File: config.mk
export PLATFORM = sky130hd
export DESIGN_NAME = aud_player
export DESIGN_NICKNAME = d
export VERILOG_FILES = /design/src/rtl/aud_player.sv
export SDC_FILE = /design/constraint.sdc
export NUM_CORES = 1
export LEC_CHECK = 0
export ABC_AREA = 0
export CAP_MARGIN = 40
export CORE_MARGIN = 2
export CORE_UTILIZATION = 41
export DETAILED_ROUTE_END_ITERATION = 8
export SLEW_MARGIN = 20
export SYNTH_ARGS = -nofsm -noshare
export SYNTH_HDL_FRONTEND = slang
export SYNTH_SLANG_ARGS = --single-unit
File: constraint.sdc
create_clock -name i_clk -period 4.2 [get_ports i_clk]
set_input_delay 0.84 -clock i_clk [delete_from_list [all_inputs] [get_ports i_clk]]
set_output_delay 0.84 -clock i_clk [all_outputs]
set_load 0.05 [all_outputs]
File: src/rtl/aud_player.sv
// I2S-style DAC transmitter: one-entry sample buffer, MSB-first shift on DACDAT aligned to DACLRCK.
// Optional macro AUD_PLAYER_STEREO_EN adds i_data_r so the right slot carries its own sample.
module aud_player #(
   parameter int DATA_W         = 16,
   parameter bit UNDERFLOW_ZERO = 1'b1
) (
   input  logic              i_clk,
   input  logic              i_rst,
   input  logic              i_en,
   input  logic              i_lrc,
   input  logic              i_valid,
   input  logic [DATA_W-1:0] i_data,
`ifdef AUD_PLAYER_STEREO_EN
   input  logic [DATA_W-1:0] i_data_r,
`endif
   output logic              o_ready,
   output logic              o_dacdat,
   output logic              o_underflow,
   output logic              o_busy,
   output logic [2:0]        o_dbg_state
);

   // Handshake: a sample is accepted on any edge where i_valid & o_ready; o_ready = buffer empty.
   typedef enum logic [2:0] {
      S_IDLE    = 3'd0,
      S_WAIT_L  = 3'd1,
      S_SHIFT_L = 3'd2,
      S_WAIT_R  = 3'd3,
      S_SHIFT_R = 3'd4
   } state_t;

   localparam int CNT_W = $clog2(DATA_W + 1);

   state_t              state_q, state_d;
   logic                lrc_p_q, lrc_p_d;
   logic                hold_full_q, hold_full_d;
   logic [DATA_W-1:0]   hold_data_q, hold_data_d;
   logic [DATA_W-1:0]   last_q, last_d;
   logic [DATA_W-1:0]   right_q, right_d;
   logic [DATA_W-1:0]   shift_q, shift_d;
   logic [CNT_W-1:0]    cnt_q, cnt_d;
   logic                dacdat_q, dacdat_d;
   logic                underflow_q, underflow_d;
   logic                lrc_fall, lrc_rise, start_l, start_r;
   logic [DATA_W-1:0]   frame_l, frame_r;
`ifdef AUD_PLAYER_STEREO_EN
   logic [DATA_W-1:0]   hold_data_r_q, hold_data_r_d;
   logic [DATA_W-1:0]   last_r_q, last_r_d;
`endif

   assign lrc_fall = lrc_p_q & ~i_lrc;
   assign lrc_rise = ~lrc_p_q & i_lrc;

   always_comb begin
      frame_l = hold_full_q ? hold_data_q : (UNDERFLOW_ZERO ? {DATA_W{1'b0}} : last_q);
`ifdef AUD_PLAYER_STEREO_EN
      frame_r = hold_full_q ? hold_data_r_q : (UNDERFLOW_ZERO ? {DATA_W{1'b0}} : last_r_q);
`else
      frame_r = frame_l;
`endif
   end

   always_comb begin
      state_d     = state_q;
      lrc_p_d     = i_lrc;
      hold_full_d = hold_full_q;
      hold_data_d = hold_data_q;
      last_d      = last_q;
      right_d     = right_q;
      shift_d     = shift_q;
      cnt_d       = cnt_q;
      dacdat_d    = 1'b0;
      underflow_d = 1'b0;
      start_l     = 1'b0;
      start_r     = 1'b0;
`ifdef AUD_PLAYER_STEREO_EN
      hold_data_r_d = hold_data_r_q;
      last_r_d      = last_r_q;
`endif

      case (state_q)
         S_IDLE: if (i_en) state_d = S_WAIT_L;
         S_WAIT_L: begin
            if (!i_en) state_d = S_IDLE;
            else if (lrc_fall) start_l = 1'b1;
         end
         S_WAIT_R: if (lrc_rise) start_r = 1'b1;
         S_SHIFT_L, S_SHIFT_R: begin
            // An LRC edge mid-slot aborts the slot and starts the next one at once.
            if (lrc_fall) begin
               if (!i_en) state_d = S_IDLE;
               else start_l = 1'b1;
            end else if (lrc_rise) begin
               start_r = 1'b1;
            end else if (cnt_q == CNT_W'(DATA_W)) begin
               state_d = (state_q == S_SHIFT_L) ? S_WAIT_R : S_WAIT_L;
            end else begin
               dacdat_d = shift_q[DATA_W-1];
               shift_d  = shift_q << 1;
               cnt_d    = cnt_q + 1'b1;
            end
         end
         default: state_d = S_IDLE;
      endcase

      if (start_l) begin
         state_d     = S_SHIFT_L;
         dacdat_d    = frame_l[DATA_W-1];
         shift_d     = frame_l << 1;
         cnt_d       = CNT_W'(1);
         right_d     = frame_r;
         underflow_d = ~hold_full_q;
         if (hold_full_q) begin
            hold_full_d = 1'b0;
            last_d      = hold_data_q;
`ifdef AUD_PLAYER_STEREO_EN
            last_r_d    = hold_data_r_q;
`endif
         end
      end

      if (start_r) begin
         state_d  = S_SHIFT_R;
         dacdat_d = right_q[DATA_W-1];
         shift_d  = right_q << 1;
         cnt_d    = CNT_W'(1);
      end

      // Accept only into an empty buffer, so it never collides with the consume above.
      if (i_valid && !hold_full_q) begin
         hold_full_d = 1'b1;
         hold_data_d = i_data;
`ifdef AUD_PLAYER_STEREO_EN
         hold_data_r_d = i_data_r;
`endif
      end
   end

   always_ff @(posedge i_clk or posedge i_rst) begin
      if (i_rst) begin
         state_q     <= S_IDLE;
         lrc_p_q     <= 1'b0;
         hold_full_q <= 1'b0;
         hold_data_q <= '0;
         last_q      <= '0;
         right_q     <= '0;
         shift_q     <= '0;
         cnt_q       <= '0;
         dacdat_q    <= 1'b0;
         underflow_q <= 1'b0;
`ifdef AUD_PLAYER_STEREO_EN
         hold_data_r_q <= '0;
         last_r_q      <= '0;
`endif
      end else begin
         state_q     <= state_d;
         lrc_p_q     <= lrc_p_d;
         hold_full_q <= hold_full_d;
         hold_data_q <= hold_data_d;
         last_q      <= last_d;
         right_q     <= right_d;
         shift_q     <= shift_d;
         cnt_q       <= cnt_d;
         dacdat_q    <= dacdat_d;
         underflow_q <= underflow_d;
`ifdef AUD_PLAYER_STEREO_EN
         hold_data_r_q <= hold_data_r_d;
         last_r_q      <= last_r_d;
`endif
      end
   end

   assign o_ready     = ~hold_full_q;
   assign o_dacdat    = dacdat_q;
   assign o_underflow = underflow_q;
   assign o_busy      = (state_q == S_SHIFT_L) || (state_q == S_SHIFT_R);
   assign o_dbg_state = state_q;

endmodule

==> impl_metrics.tcl <==
set metrics [dict create \
    outcome "finished, final reports clean" \
    vias_per_cell 5.47 \
    p_int_w 0.00141 \
    grt_first_pass_wirelength_um 8940 \
    crit_cells 6 \
    cpLargestDelayFamily "simple AND/OR/NAND/NOR gates" \
    clockBufferDepth 2 \
    cp_max_fo 21 \
    p_per_area_mw_per_mm2 667 \
    critPathLaunchType "primary input" \
    final_cell_mix "dfrtp_1, clkdlybuf4s50_1, a22o_1, o21ai_0, mux2_2" \
    final_common_cell "dfrtp_1" \
    wl_per_cell_um 15.1 \
    avgSynthCellArea_um2 11.9 \
    setup_viol 0 \
    hold_path.class "reg2reg" \
    drive_above_1_share_pct 23.5 \
    initial_core_util_pct 43.0 \
    synth-simple-area-share_pct 11.2 \
    synth_top_family_by_area "compound AO/OA/AOI/OAI gates" \
    pin_count 28 \
    worstSetupEndpointType "flip-flop" \
    synth_warnings 0 \
    tns_ps 0 \
    insertion_delay_ps 330 \
    holdBufCountCts 0 \
    yosys.area_share.xor_xnor_pct 1.53 \
    slowest_stage "or4b_1" \
    rsz0062_at_grt "no" \
    r2r_slack_ps 1620 \
    final_hold_viol_count 0 \
    syn-instance-count 234 \
    grt_max_degree 35 \
    num_rows 29 \
    cts_root_buf "clkbuf_8" \
    cts_made_buffers 9 \
    comb_power_share_pct 30.4 \
    swShare_pct 34.5 \
    fillCellCount 600 \
    numClockSinks 59 \
    cts_tree "done" \
    cp_num_buf_inv 1 \
    antenna_found_initial 0 \
    synth-compound-area-share_pct 20.6 \
    reg2reg_to "shift_q[14]$_DFFE_PP0P_" \
    n_antenna_cell 0 \
    slew_viol_final 0 \
    power_frac_seq_pct 46.5 \
    first_pass_iters 4 \
    multiInputGateArea_mm2 0.00114 \
    cp_data_arrival_time_ps 3130 \
    num_vias 1866 \
    netlist.top_cell.by_area "dfrtp_1" \
    synthFlopType "dfrtp_1" \
    netlist.area_leader.share_pct 53.2 \
    synth_mux_area_share_pct 6.89 \
    crit_chain "clkdlybuf4s50_1 > nor2b_1 > or4_4 > or4b_1 > nor2_1 > a21oi_1" \
    slew_headroom_pct 49.9 \
    power.switching_w 0.000744 \
    die_height_um 86.3 \
    r2r_start "cnt_q[0]$_DFFE_PP0P_" \
    io_buffers 27 \
    drt.antenna.violating_nets 0 \
    tightest_slew_ps 752 \
    crit_start "i_lrc" \
    synthAdderAreaFrac_pct 0.901 \
    initialDrtViolationCount 77 \
    async_reset_ff_share_pct 100 \
    synth_cell_type_count 43 \
    finClkSkew_ps 6.86 \
    wirelength_um 5130 \
    p_leak_nw 1.33 \
    fmax_mhz 347 \
    die_area_mm2 0.00745 \
    syn_nets 257 \
    htreeDepth 3 \
    period_minus_slack_ps 2880 \
    clkPwrFrac_pct 23.1 \
    cp-endpoint "shift_q[11]$_DFFE_PP0P_" \
    reg2regPathDepth 7 \
    irDropWorstVdd_uv 280 \
    nNetsFinal 283 \
    ctsResizeCount 0 \
    crit_required_ps 4460 \
    gp_congestion 0.769 \
    synth.area.top_cells "dfrtp_1, mux2_2, a22o_1, a22oi_1, o21ai_0" \
    syn_area_mm2 0.00278 \
    grt_pass1_vias 1795 \
    post_cts_buffers 0 \
    critPathKind "in2reg" \
    hpwl_um 3300 \
    gr-total-overflow 0 \
    yosysSeqAreaShare_pct 53.2 \
    core_mm2 0.00646 \
    drc_errors 0 \
    post-route-period-util_pct 68.5 \
    die_w_um 86.3 \
    ys_ff_latch 59 \
    p_total_w 0.00216 \
    grtUsageTotal_pct 15.5 \
    clk_pin_slew_ps 70 \
    cp_slowest_stage_delay_ps 710 \
    synth_edf_count 0 \
    areaGrowthSynthToFinish_pct 16.5 \
    seqCellArea_mm2 0.00148 \
    max_cap_viol_count 0 \
]
power groups by stage:
stage	registers [W]	logic [W]	clock network (W)
after global routing	0.00104	0.000737	0.000550
after global placement	0.00100	0.000653	0
after CTS	0.00100	0.000666	0.000516
after detailed placement	0.00101	0.000665	0
final	0.00100	0.000657	0.000499
after floorplan	0.000985	0.000558	0
cells in the mapped netlist, drive strengths merged (3+ instances only):
| library cell | n |
|---|---|
| mux2 | 17 |
| o21ai | 19 |
| a22oi | 15 |
| nor2 | 25 |
| inv | 8 |
| buf | 11 |
| nand3 | 3 |
| a21oi | 20 |
| xnor2 | 3 |
| nand2 | 3 |
| dfrtp | 59 |
| a22o | 18 |
| nor2b | 3 |
| clkbuf | 5 |
worst min path at each step:
stage                                        from                endpoint  slack, ps  depth (start not counted)
after global placement     shift_q[1]$_DFFE_PP0P_  shift_q[1]$_DFFE_PP0P_        480                          2
after floorplan           hold_full_q$_DFFE_PP0P_   o_underflow$_DFF_PP0_        450                          1
after global routing      hold_full_q$_DFFE_PP0P_   o_underflow$_DFF_PP0_        510                          1
after detailed placement   shift_q[1]$_DFFE_PP0P_  shift_q[1]$_DFFE_PP0P_        480                          2
after CTS                 hold_full_q$_DFFE_PP0P_   o_underflow$_DFF_PP0_        490                          1
final                      shift_q[1]$_DFFE_PP0P_  shift_q[1]$_DFFE_PP0P_        490                          2
registers in the layout, indices dropped and copies added, names as in the netlist:
name / flops
o_dbg_state: 3
o_dacdat: 1
cnt_q: 5
lrc_p_q: 1
hold_data_q: 16
shift_q: 15
hold_full_q: 1
right_q: 16
o_underflow: 1
per-layer routing:
| metal | vias to the layer above | routed length (µm) | track usage, % |
|---|---|---|---|
| li1 | 908 | - | - |
| met1 | 907 | 2570 | 21.5 |
| met2 | 42 | 2260 | 23.0 |
| met3 | 9 | 226 | 4.00 |
| met4 | 0 | 80 | 7.24 |
| met5 | - | 0 | 0 |
final cells by class:
type	count	share of cell area (%)
timing repair buffer	31	9.28
sequential	59	45.6
multi-input combinational	151	35.3
clock buffer	9	3.83
clock inverter	6	2.05
tap	77	2.98
inverter	8	0.928
worst min-delay path: cells and delay by family, from the launching register on:
family,cells,cell delay (ps)
simple gates,2,120
flops,1,340
kinds of logic after synthesis:
kind of cell               count (synthesis)
adders and majority gates                  2
DFF                                       59
AOI/OAI and AO/OA                         78
and+or+nand+nor                           50
xor gates and xnor gates                   4
muxes                                     17
buffers and inverters                     24
metrics by stage:
step                hold WS (ps)  cells  worst slack (ps)  area, µm²  utilization [%]
floorplan                    449    234              1790       2780                -
global route                 514    341              1150       3240             50.1
detailed placement           477    326               989       3050             47.2
CTS                          490    341              1330       3240             50.1
finish                       487    341              1320       3240             50.1
global placement             478    326              1030       3050             47.2
No activity file was read; power rests on OpenSTA's default activity.
